[src/rtl/serializer_pkg.sv]
// serializer_pkg: shared state encoding and width helper for the serializer family
package serializer_pkg;
  typedef enum logic {ST_IDLE = 1'b0, ST_SEND = 1'b1} state_t;
  function automatic int clog2(input int n);
    int r;
    r = 0;
    while ((1 << r) < n) r++;
    return r;
  endfunction
endpackage

[src/rtl/ser_lane_mux.sv]
// ser_lane_mux: LANES:1 combinational lane selector over a packed word
module ser_lane_mux #(
  parameter int WIDTH = 16,
  parameter int LANES = 4,
  parameter int IDX_W = 2
) (
  input  logic [LANES*WIDTH-1:0] data,
  input  logic [IDX_W-1:0]       idx,
  output logic [WIDTH-1:0]       lane
);
  // pick the lane whose position matches idx; out-of-range idx yields zero
  always_comb begin
    lane = '0;
    for (int k = 0; k < LANES; k++) lane = (idx == IDX_W'(k)) ? data[k*WIDTH +: WIDTH] : lane;
  end
endmodule

[src/rtl/serializer_stream.sv]
// serializer_stream: LANES x WIDTH word to WIDTH-bit lane stream with per-word frame length
module serializer_stream
  import serializer_pkg::*;
#(
  parameter  int WIDTH = 16,
  parameter  int LANES = 4,
  localparam int IDX_W = clog2(LANES)
) (
  input  logic                   CLK,
  input  logic                   RESET,
  input  logic [LANES*WIDTH-1:0] I,
  input  logic                   I_VALID,
  output logic                   I_READY,
  input  logic [IDX_W-1:0]       I_LEN,
  output logic [WIDTH-1:0]       O,
  output logic                   O_VALID,
  input  logic                   O_READY,
  output logic                   O_LAST,
  output logic [IDX_W-1:0]       O_IDX
);
  localparam logic [IDX_W-1:0] MAX_IDX = IDX_W'(LANES - 1);
  state_t                 state, state_nx;
  logic [IDX_W-1:0]       idx, idx_nx, len, len_nx, len_in;
  logic [LANES*WIDTH-1:0] lane_buf, lane_buf_nx;
  logic [WIDTH-1:0]       lane;
  logic                   accept, xfer, last;
  ser_lane_mux #(.WIDTH(WIDTH), .LANES(LANES), .IDX_W(IDX_W)) u_mux (
    .data(lane_buf),
    .idx (idx),
    .lane(lane)
  );
  assign last    = idx == len;
  assign O_VALID = state == ST_SEND;
  assign I_READY = ~RESET & ((state == ST_IDLE) | (O_VALID & O_READY & last));
  assign accept  = I_VALID & I_READY;
  assign xfer    = O_VALID & O_READY;
  assign len_in  = (I_LEN > MAX_IDX) ? MAX_IDX : I_LEN;
  assign O       = O_VALID ? lane : '0;
  assign O_IDX   = O_VALID ? idx : '0;
  assign O_LAST  = O_VALID & last;
  // a new word always restarts at lane 0; otherwise advance or retire the frame on transfer
  always_comb begin
    state_nx    = accept ? ST_SEND : (xfer & last) ? ST_IDLE : state;
    idx_nx      = accept ? '0 : (xfer & ~last) ? idx + 1'b1 : idx;
    len_nx      = accept ? len_in : len;
    lane_buf_nx = accept ? I : lane_buf;
  end
  // frame state registers, cleared immediately on reset
  always_ff @(posedge CLK or posedge RESET) begin
    if (RESET) begin
      state    <= ST_IDLE;
      idx      <= '0;
      len      <= '0;
      lane_buf <= '0;
    end else begin
      state    <= state_nx;
      idx      <= idx_nx;
      len      <= len_nx;
      lane_buf <= lane_buf_nx;
    end
  end
endmodule

[config.mk]
export PLATFORM = sky130hd
export DESIGN_NAME = serializer_stream
export DESIGN_NICKNAME = d
export VERILOG_FILES = /design/src/rtl/serializer_pkg.sv /design/src/rtl/ser_lane_mux.sv /design/src/rtl/serializer_stream.sv
export SDC_FILE = /design/constraint.sdc
export NUM_CORES = 1
export LEC_CHECK = 0
export CORE_MARGIN = 5
export CORE_UTILIZATION = 44
export DETAILED_ROUTE_END_ITERATION = 8
export PLACE_DENSITY_LB_ADDON = 0.12
export SYNTH_ARGS = -nofsm -noshare
export SYNTH_HDL_FRONTEND = slang
export SYNTH_SLANG_ARGS = --single-unit
[constraint.sdc]
create_clock -name CLK -period 1.9 [get_ports CLK]
set_input_delay 0.285 -clock CLK [delete_from_list [all_inputs] [get_ports CLK]]
set_output_delay 0.285 -clock CLK [all_outputs]
set_load 0.02 [all_outputs]
==> run_results.csv <==
group,metric,value,unit
synthesis,synth_enable_flop_cells,0,
power_and_ir_drop,p_int,6.69,mW
sta,rsz0062_at_grt,"yes",
routing,drt_wl_total,11000,µm
synthesis,synth_area,0.00356,mm²
clocking,clock_latency,0.35,ns
synthesis,synth-main-ff-cell,"dfrtp_1",
sta,tightest_slew,0.527,ns
clocking,clock-sinks,69,
floorplanning,dieHeight,99.9,µm
worst_setup_path,r2r-start,"idx[1]",
worst_hold_path,hp-start,"lane_buf[32]",
power_and_ir_drop,p_clk_frac,0.128,
final_layout,layout_commonest_cell,"clkdlybuf4s50_1",
clocking,clk_pin_slew,0.07,ns
sta,tns,-11.16,ns
grt,antenna_found_initial,0,
sta,hold_viol_final,0,
sta,final.min_clock_period,2.20,ns
routing,wl_per_cell,20.7,µm
sta,holdWs,0.515,ns
worst_hold_path,hold_path_class,"register to register",
grt,grt_pass1_wl,15300,µm
routing,vias,2809,
floorplanning,core-area,0.00781,mm²
floorplanning,die_area,0.00998,mm²
routing,drtAntennaViolNets,0,
synthesis,synth_cell_types,24,
floorplanning,fp-row-count,32,
power_and_ir_drop,ir_worst_vdd,0.888,mV
job,drv_cap,0,
clocking,cts_buffers,9,
floorplanning,die_x,99.9,µm
worst_setup_path,cp-end-kind,"primary output",
floorplanning,initial_utilization,0.455,
worst_setup_path,crit_start,"idx[1]",
final_layout,antenna-diode-count,0,
worst_setup_path,arrival,1.92,ns
final_layout,layout.cells.non_filler,531,
power_and_ir_drop,p_switching,4.13,mW
synthesis,ys_ff_latch,69,
power_and_ir_drop,power_frac_comb,0.612,
routing,first_iter_violations,111,
power_and_ir_drop,power.density,1830,mW/mm²
sta,finalCritPeriodShare,1.16,
synthesis,synthTopCellsByArea,"dfrtp_1 (49%), mux2_4 (17%), mux2_2 (8.2%), a21oi_1 (4.6%), a22oi_1 (3.4%)",
outcome,outcome,"finished, violations left",
final_layout,areaGrowthSynthToFinish,66.3,%
placement,placedCellCount,489,
floorplanning,ios,91,
synthesis,ys_seq_area_frac,0.486,
power_and_ir_drop,seqPwrFrac,0.260,
synthesis,synth_fp_nets,368,
grt,grt-ovfl-total,0,
placement,routabilityCongestion,0.855,
sta,slew_violations,0,
synthesis,synth.top_cell.area_share,0.486,
worst_setup_path,critPathLaunchType,"register",
grt,grt_pass1_vias,2851,
final_layout,final_cell_mix,"clkdlybuf4s50_1 (69), dfrtp_1 (68), mux2_4 (66)",
placement,portBuffers,90,
clocking,hold_buffers,0,
sta,fin_skew,0.0107,ns
worst_setup_path,worstSetupPathType,"register to primary output",
routing,first_pass_iters,5,
final_layout,fin_nets,498,
grt,grt_max_degree,42,
clocking,cts_tree,"yes",
routing,drc,0,
final_layout,finish.utilization,0.758,
routing,viasPerCell,5.29,
sta,fmax,454,MHz
placement,place_ws,-0.528,ns
worst_setup_path,cp.required,1.62,ns
synthesis,ys_async_sr_fraction,1.00,
power_and_ir_drop,switching_share,0.382,
synthesis,synth_cells,294,
sta,relSlewSlack,0.649,
final_layout,drive_gt1_frac,0.536,
worst_setup_path,cp_max_fo,14,
sta,finalSetupViolCount,84,
sta,fin_ws,-0.304,ns
synthesis,yosysWarnings,0,
grt,gr-usage-all-layers,0.200,
synthesis,synth_area_leader_cell,"dfrtp_1",
outcome,violations,"setup timing",
clocking,htreeDepth,3,
synthesis,syn_area_per_cell,12.1,µm²
clocking,cts_buffer_depth,2,
placement,dp_hpwl,5910,µm
power_and_ir_drop,p_leak,2.58,nW
clocking,root_buffer,"clkbuf_8",
[what timing repair did]
action,CTS,global route
hold endpoints to repair,0,0
gates cloned,8,6
buffers inserted,11,4
pin swaps,16,17
resized for setup,190,71
setup endpoints to repair,86,85
[per-stage QoR]
stage / power [mW] / instance area [µm²]
floorplan: 5.61 / 3590
global placement: 7.17 / 4670
detailed placement: 7.22 / 4670
CTS: 9.74 / 5500
global route: 11.3 / 5910
finish: 10.8 / 5910
[cell families (layout without fill, tap and decap cells)]
family	after synthesis	after routing	synth area share
AND/OR/NAND/NOR	41	41	0.0591
AO/OA/AOI/OAI	71	71	0.118
multiplexers	66	66	0.251
buffers and inverters	41	176	0.0669
flip-flops	69	69	0.486
XOR/XNOR	2	2	0.00493
adder cells (fa/ha/maj)	4	4	0.0141
[worst paths after layout]
kind / endpoint / slack (ns) / depth (start not counted)
setup / recovery: O[4] / -0.30 / 8
min in group asynchronous: O_VALID / 0.55 / 3
setup reg to reg: lane_buf[56] / -0.20 / 9
max in group asynchronous: idx[0] / 0.54 / 4
hold / removal: lane_buf[32] / 0.51 / 1
hold reg to reg: lane_buf[32] / 0.51 / 1
[cell type report]
class	count	area, µm²
multi-input cells	184	2110
flip-flops and latches	69	1730
well taps	102	128
clock buffers	11	151
clock inverters	5	81.3
inverters	21	85.1
repair buffers	139	1630
fillers	483	1890
[per-layer routing]
layer	global-route usage	up-vias	part of all wire
li1	-	1288	-
met1	0.282	1406	0.44
met2	0.299	90	0.48
met3	0.0563	25	0.058
met4	0.0599	0	0.021
met5	0	-	0
[synthesized netlist by cell type, types with 4 or more instances]
master,instances
a22oi_1,16
o21ai_0,16
mux2_4,40
clkbuf_1,13
inv_1,21
mux2_2,26
nor2b_1,16
buf_12,4
nand2_1,19
a21oi_1,33
dfrtp_1,69
ha_1,4
[state kept, by name (all words and copies together) (netlist names)]
signal    cells
lane_buf     64
O_VALID       1
idx           2
len           2
[critical path, cell delays in order, from the launching register on]
cell     delay, ns
dfrtp_1       0.44
inv_2         0.10
ha_4          0.19
buf_8         0.17
a21oi_2       0.19
o21ai_4       0.09
a22oi_2       0.15
nor2b_1       0.08
buf_4         0.16
[power by group through the flow]
stage               logic (mW)  registers, mW  clock network, mW
floorplan                 3.04           2.57                  0
global placement          4.52           2.65                  0
detailed placement        4.55           2.67                  0
CTS                       5.62           2.72               1.40
global route              6.94           2.90               1.49
finish                    6.62           2.81               1.39
Note: power is estimated with default switching activity, not from simulation.
